## src/rtl/csa_mul_if.sv

```systemverilog
// Operand/result handshake bundle for csa_mul_seq.
// CSA_MUL_ACC_EN adds the acc_clr operand-side signal.
interface csa_mul_if #(
    parameter int unsigned WIDTH = 4,
    parameter int unsigned RW    = 8
);
    logic             in_valid;
    logic             in_ready;
    logic [WIDTH-1:0] a;
    logic [WIDTH-1:0] b;
`ifdef CSA_MUL_ACC_EN
    logic             acc_clr;
`endif
    logic             out_valid;
    logic             out_ready;
    logic [RW-1:0]    result;
    logic             busy;

    modport master (
        output in_valid, a, b,
`ifdef CSA_MUL_ACC_EN
        output acc_clr,
`endif
        output out_ready,
        input  in_ready, out_valid, result, busy
    );

    modport slave (
        input  in_valid, a, b,
`ifdef CSA_MUL_ACC_EN
        input  acc_clr,
`endif
        input  out_ready,
        output in_ready, out_valid, result, busy
    );
endinterface

```

## src/rtl/csa_mul_seq.sv

```systemverilog
// Iterative unsigned multiplier: one multiplier bit per cycle into a carry-save pair,
// then one carry-propagate add. Define CSA_MUL_ACC_EN for multiply-accumulate mode.
module csa_mul_seq #(
    parameter int unsigned WIDTH     = 4,
    parameter int unsigned ACC_GUARD = 4
) (
    input  logic      clk,
    input  logic      rst_n,
    csa_mul_if.slave  bus
);
`ifdef CSA_MUL_ACC_EN
    localparam int unsigned RW = 2 * WIDTH + ACC_GUARD;
`else
    localparam int unsigned RW = 2 * WIDTH;
`endif
    localparam int unsigned CW = (WIDTH > 1) ? $clog2(WIDTH) : 1;

    if (WIDTH < 2 || WIDTH > 16 || ACC_GUARD > 32) begin : g_bad_params
        $error("csa_mul_seq: WIDTH must be 2..16 and ACC_GUARD at most 32");
    end

    typedef enum logic [1:0] {
        S_IDLE,
        S_RUN,
        S_RESOLVE,
        S_DONE
    } state_t;

    state_t           state_q, state_d;
    logic [WIDTH-1:0] a_q, a_d;
    logic [WIDTH-1:0] b_q, b_d;
    logic [CW-1:0]    cnt_q, cnt_d;
    logic [RW-1:0]    sum_q, sum_d;
    logic [RW-1:0]    carry_q, carry_d;
    logic [RW-1:0]    result_q, result_d;
    logic             in_ready_q, in_ready_d;
    logic             out_valid_q, out_valid_d;
    logic             busy_q, busy_d;

    logic [RW-1:0]    pp_c;
    logic [RW-1:0]    carry_sh_c;
    logic [RW-1:0]    preload_c;

    // Accumulate mode seeds the redundant pair with the previous result.
`ifdef CSA_MUL_ACC_EN
    assign preload_c = bus.acc_clr ? '0 : result_q;
`else
    assign preload_c = '0;
`endif

    always_ff @(posedge clk or negedge rst_n) begin
        if (!rst_n) begin
            state_q     <= S_IDLE;
            a_q         <= '0;
            b_q         <= '0;
            cnt_q       <= '0;
            sum_q       <= '0;
            carry_q     <= '0;
            result_q    <= '0;
            in_ready_q  <= 1'b1;
            out_valid_q <= 1'b0;
            busy_q      <= 1'b0;
        end else begin
            state_q     <= state_d;
            a_q         <= a_d;
            b_q         <= b_d;
            cnt_q       <= cnt_d;
            sum_q       <= sum_d;
            carry_q     <= carry_d;
            result_q    <= result_d;
            in_ready_q  <= in_ready_d;
            out_valid_q <= out_valid_d;
            busy_q      <= busy_d;
        end
    end

    // Next-state, datapath and registered-output decode.
    always_comb begin
        state_d    = state_q;
        a_d        = a_q;
        b_d        = b_q;
        cnt_d      = cnt_q;
        sum_d      = sum_q;
        carry_d    = carry_q;
        result_d   = result_q;
        pp_c       = b_q[cnt_q] ? (RW'(a_q) << cnt_q) : '0;
        carry_sh_c = carry_q << 1;

        case (state_q)
            S_IDLE: begin
                if (bus.in_valid) begin
                    state_d = S_RUN;
                    a_d     = bus.a;
                    b_d     = bus.b;
                    cnt_d   = '0;
                    sum_d   = preload_c;
                    carry_d = '0;
                end
            end
            S_RUN: begin
                // One 3:2 row: sum + (carry<<1) + pp preserved as new sum + (new carry<<1).
                sum_d   = sum_q ^ carry_sh_c ^ pp_c;
                carry_d = (sum_q & carry_sh_c) | (sum_q & pp_c) | (carry_sh_c & pp_c);
                cnt_d   = cnt_q + CW'(1);
                if (cnt_q == CW'(WIDTH - 1)) begin
                    state_d = S_RESOLVE;
                end
            end
            S_RESOLVE: begin
                result_d = sum_q + carry_sh_c;
                state_d  = S_DONE;
            end
            S_DONE: begin
                if (bus.out_ready) begin
                    state_d = S_IDLE;
                end
            end
            default: state_d = S_IDLE;
        endcase

        in_ready_d  = (state_d == S_IDLE);
        out_valid_d = (state_d == S_DONE);
        busy_d      = (state_d == S_RUN) || (state_d == S_RESOLVE);
    end

    assign bus.in_ready  = in_ready_q;
    assign bus.out_valid = out_valid_q;
    assign bus.busy      = busy_q;
    assign bus.result    = result_q;
endmodule

```

## src/flat_wrapper.sv

```systemverilog
// flat-port wrapper written by rule: the top's interface ports become plain ports
module csa_mul_seq_flat 
#(
    parameter int unsigned WIDTH     = 4,
    parameter int unsigned ACC_GUARD = 4
)
  (clk, rst_n, bus_in_valid, bus_a, bus_b, bus_out_ready, bus_in_ready, bus_out_valid, bus_result, bus_busy);
  csa_mul_if #(.WIDTH(WIDTH)) bus_i ();
  input  logic clk;
  input  logic rst_n;
  input wire logic [$bits(bus_i.in_valid)-1:0] bus_in_valid;
  input wire logic [$bits(bus_i.a)-1:0] bus_a;
  input wire logic [$bits(bus_i.b)-1:0] bus_b;
  input wire logic [$bits(bus_i.out_ready)-1:0] bus_out_ready;
  output wire logic [$bits(bus_i.in_ready)-1:0] bus_in_ready;
  output wire logic [$bits(bus_i.out_valid)-1:0] bus_out_valid;
  output wire logic [$bits(bus_i.result)-1:0] bus_result;
  output wire logic [$bits(bus_i.busy)-1:0] bus_busy;
  assign bus_i.in_valid = bus_in_valid;
  assign bus_i.a = bus_a;
  assign bus_i.b = bus_b;
  assign bus_i.out_ready = bus_out_ready;
  assign bus_in_ready = bus_i.in_ready;
  assign bus_out_valid = bus_i.out_valid;
  assign bus_result = bus_i.result;
  assign bus_busy = bus_i.busy;
  csa_mul_seq #(.WIDTH(WIDTH), .ACC_GUARD(ACC_GUARD)) u_core (.clk(clk), .rst_n(rst_n), .bus(bus_i));
endmodule
```

## config.mk

```make
export PLATFORM = sky130hd
export DESIGN_NAME = csa_mul_seq_flat
export DESIGN_NICKNAME = d
export VERILOG_FILES = /design/src/rtl/csa_mul_if.sv /design/src/rtl/csa_mul_seq.sv /design/src/flat_wrapper.sv
export SDC_FILE = /design/constraint.sdc
export NUM_CORES = 1
export LEC_CHECK = 0
export ABC_AREA = 1
export BUFFER_PORTS_ARGS = -buffer_cell sky130_fd_sc_hd__buf_2
export CORE_MARGIN = 5
export CORE_UTILIZATION = 55
export CTS_CLUSTER_DIAMETER = 80
export DETAILED_ROUTE_END_ITERATION = 7
export GPL_TIMING_DRIVEN = 0
export PLACE_DENSITY = 0.74
export SYNTH_ARGS = -nofsm -noshare
export SYNTH_HDL_FRONTEND = slang
export SYNTH_SLANG_ARGS = --single-unit
```

## constraint.sdc

```tcl
create_clock -name clk -period 2 [get_ports clk]
set_input_delay 0.3 -clock clk [delete_from_list [all_inputs] [get_ports clk]]
set_output_delay 0.3 -clock clk [all_outputs]
set_load 0.02 [all_outputs]
```

==> results.py <==
metrics = {
    "critical_path": {
        "critical_path_class": "flop to flop",
        "required_ns": 2.22,
        "startpoint_type": "flop",
        "cp_slowest_cell": "fa_1",
        "crit_path_end_kind": "flop",
        "cp_top_family": "adder cells",
        "path_cells": "clkbuf_2 > inv_2 > o21ai_0 > or2_2 > fa_1 > o22ai_1",
        "worstRegToRegCells": 6,
        "critPathMaxFanout": 8,
        "critPathArrivalTime_ns": 2.02,
        "r2r_end": "u_core.sum_q[1]",
        "critPathBufInv": 2,
        "reg2reg_slack_ns": 0.20,
        "cpPeakStageDelay_ns": 0.48,
        "r2r_start": "u_core.cnt_q[0]",
    },
    "clock_tree": {
        "cts.sinks": 38,
        "hold_buffers": 0,
        "clockBufferDepth": 2,
        "cts_resized": 0,
        "cts_tree": "built",
        "cts_root_buf": "clkbuf_4",
        "clock_latency_ns": 0.33,
        "clk_pin_slew_ns": 0.10,
        "htree_levels": 2,
        "cts_buffers": 5,
        "post_cts.repair.setup_buffers": 0,
    },
    "floorplan": {
        "core_sq_um": 3360,
        "io_pins": 23,
        "die_area_sq_um": 4810,
        "die_x_um": 69.4,
        "initial_core_util_pct": 57.6,
        "rows": 21,
        "die_height_um": 69.4,
    },
    "layout": {
        "layout-drive-gt1-share_pct": 16.5,
        "final_area_sq_um": 2150,
        "multi_input_comb_area_sq_um": 848,
        "post_layout_nonfiller_instances": 282,
        "seqCellArea_sq_um": 952,
        "diodes": 0,
        "final_core_utilization_pct": 64.1,
        "fillCellCount": 322,
        "syn_to_final_growth_pct": 11.2,
        "nets": 263,
    },
    "synth": {
        "synth_commonest_cells": "nand2_1 (46), dfrtp_1 (37), inv_1 (29), o21ai_0 (16), nor2_1 (14)",
        "synth_most_common_cell": "nand2_1",
        "ys_seq_area_share_pct": 49.1,
        "synth_largest_area_cell": "dfrtp_1",
        "synth_area_sq_um": 1940,
        "postSynthAreaPerCell_sq_um": 9.36,
        "synth.top_cell.area_share_pct": 47.8,
        "yosys_most_used_dff": "dfrtp_1",
        "ys_seq_elements": 38,
        "ys_types": 26,
        "yosys_warnings": 0,
        "synth_cells": 207,
        "synth_edf_count": 0,
        "synth.area.top_cells": "dfrtp_1 (48%), nand2_1 (8.9%), fa_1 (7.2%)",
        "synth_nets": 234,
        "synthArstFlopShare_pct": 100,
    },
    "routing": {
        "wl_per_cell_um": 11.3,
        "routed_wl_um": 3200,
        "vias": 1415,
        "viasPerCell": 5.02,
        "first_pass_iters": 4,
        "ant_nets": 0,
        "drc": 0,
        "drt_iter0_markers": 73,
    },
    "timing": {
        "post-route-period-util_pct": 90.2,
        "slew_headroom_pct": 45.5,
        "finalCriticalPeriod_ns": 1.80,
        "hold_ws_ns": 0.0546,
        "worst_pin_slew_ns": 0.817,
        "drv_slew": 0,
        "clock_skew_ns": 0.00324,
        "layout_setup_ws_ns": 0.196,
        "finalHoldViolCount": 0,
        "setup_viol": 0,
        "fmax_mhz": 554,
        "rsz0062_at_grt": "false",
        "finalSetupTns_ns": 0,
    },
    "placed_design": {
        "dpl_cell_area_sq_um": 2110,
        "port_buffers": 22,
        "dp_hpwl_um": 2460,
        "dp_slack_ns": 0.0971,
        "placed_cells": 275,
        "place.gp.congestion": 0.770,
    },
    "pwr": {
        "internal-power_mw": 1.88,
        "p_total_mw": 3.33,
        "power_density_nw_per_um2": 1540,
        "share_comb_of_total_power_pct": 50.3,
        "seqPwrFrac_pct": 38.9,
        "leakage_nw": 1.08,
        "power.share.switching_pct": 43.6,
        "vdd.ir_drop.worst_mv": 0.730,
        "pwr-share-clk_pct": 10.8,
        "p_sw_mw": 1.45,
    },
    "run_status": {
        "status": "complete, no violations",
    },
    "global_route": {
        "grt_pass1_wl_um": 5980,
        "antenna_found_initial": 0,
        "gr-total-overflow": 0,
        "grt_pass1_vias": 1434,
        "grt_max_degree": 39,
        "grt_use_total_pct": 15.2,
    },
    "min_path": {
        "hold_class": "primary input to asynchronous set/reset pin",
    },
    "flow_run": {
        "cap_viol_max_count": 0,
    },
}
[cell type report]
type	instances	area share [%]
inverters	30	5.23
plain buffers	4	1.34
clock buffers	7	2.09
well taps	46	2.67
repair buffers	22	5.11
multi-input cells	135	39.4
flip-flops and latches	38	44.2
[power by group through the flow]
stage	clock network, mW	registers [mW]	logic (mW)
6_report	0.359	1.29	1.68
5_1_grt	0.406	1.34	1.95
4_1_cts	0.375	1.29	1.69
3_5_place_dp	0	1.31	1.68
3_3_place_gp	0	1.30	1.64
2_1_floorplan	0	1.40	1.17
[worst max path at each step]
| stage | start | endpoint | depth (start not counted) |
|---|---|---|---|
| after floorplan | u_core.cnt_q[0] | u_core.sum_q[1] | 6 |
| after detailed placement | u_core.cnt_q[0] | u_core.sum_q[2] | 7 |
| after global placement | u_core.cnt_q[0] | u_core.sum_q[2] | 7 |
| after CTS | u_core.cnt_q[0] | u_core.sum_q[2] | 7 |
| final | u_core.cnt_q[0] | u_core.sum_q[1] | 6 |
| after global routing | u_core.cnt_q[0] | u_core.sum_q[2] | 8 |
[cell families after synthesis]
logic type | share of synthesized area (%)
AO/OA/AOI/OAI | 9.68
AND/OR/NAND/NOR | 17.0
flip-flops | 49.1
adder cells (fa/ha/maj) | 12.4
buffers and inverters | 7.29
multiplexers | 4.07
XOR/XNOR | 0.452
[state kept, by name (all words and copies together) (netlist names)]
| name | count |
|---|---|
| u_core.sum_q | 8 |
| u_core.bus.out_valid | 1 |
| u_core.carry_q | 7 |
| u_core.state_q | 2 |
| u_core.b_q | 4 |
| u_core.cnt_q | 2 |
| u_core.a_q | 4 |
| u_core.bus.result | 8 |
| u_core.bus.busy | 1 |
| u_core.bus.in_ready | 1 |
[layout by cell type (no fill, tap or decap), types with 2 or more instances in the layout]
cell and instances:
o22ai_1 11, clkbuf_1 2, nand3_1 12, ha_1 8, clkbuf_4 5, buf_2 23
fa_1 7, nor2_1 14, nand2_1 46, nand4_1 2, o21ai_0 14, inv_1 28
dfrtp_1 37, a21oi_1 5, mux2_2 2, mux2_1 5
[worst register-to-register path, cell delays in order (launching register included)]
cell      delay, ns
dfrtp_1        0.39
clkbuf_2       0.17
inv_2          0.14
o21ai_0        0.11
or2_2          0.32
fa_1           0.48
o22ai_1        0.08
[metal layers]
layer,GRT usage (%),vias to the layer above,share of wire [%]
met5,0,-,0
li1,-,728,-
met4,5.21,0,1.4
met2,27.1,21,48
met3,4.20,5,5.0
met1,17.3,661,46
Note: power is estimated with default switching activity, not from simulation.
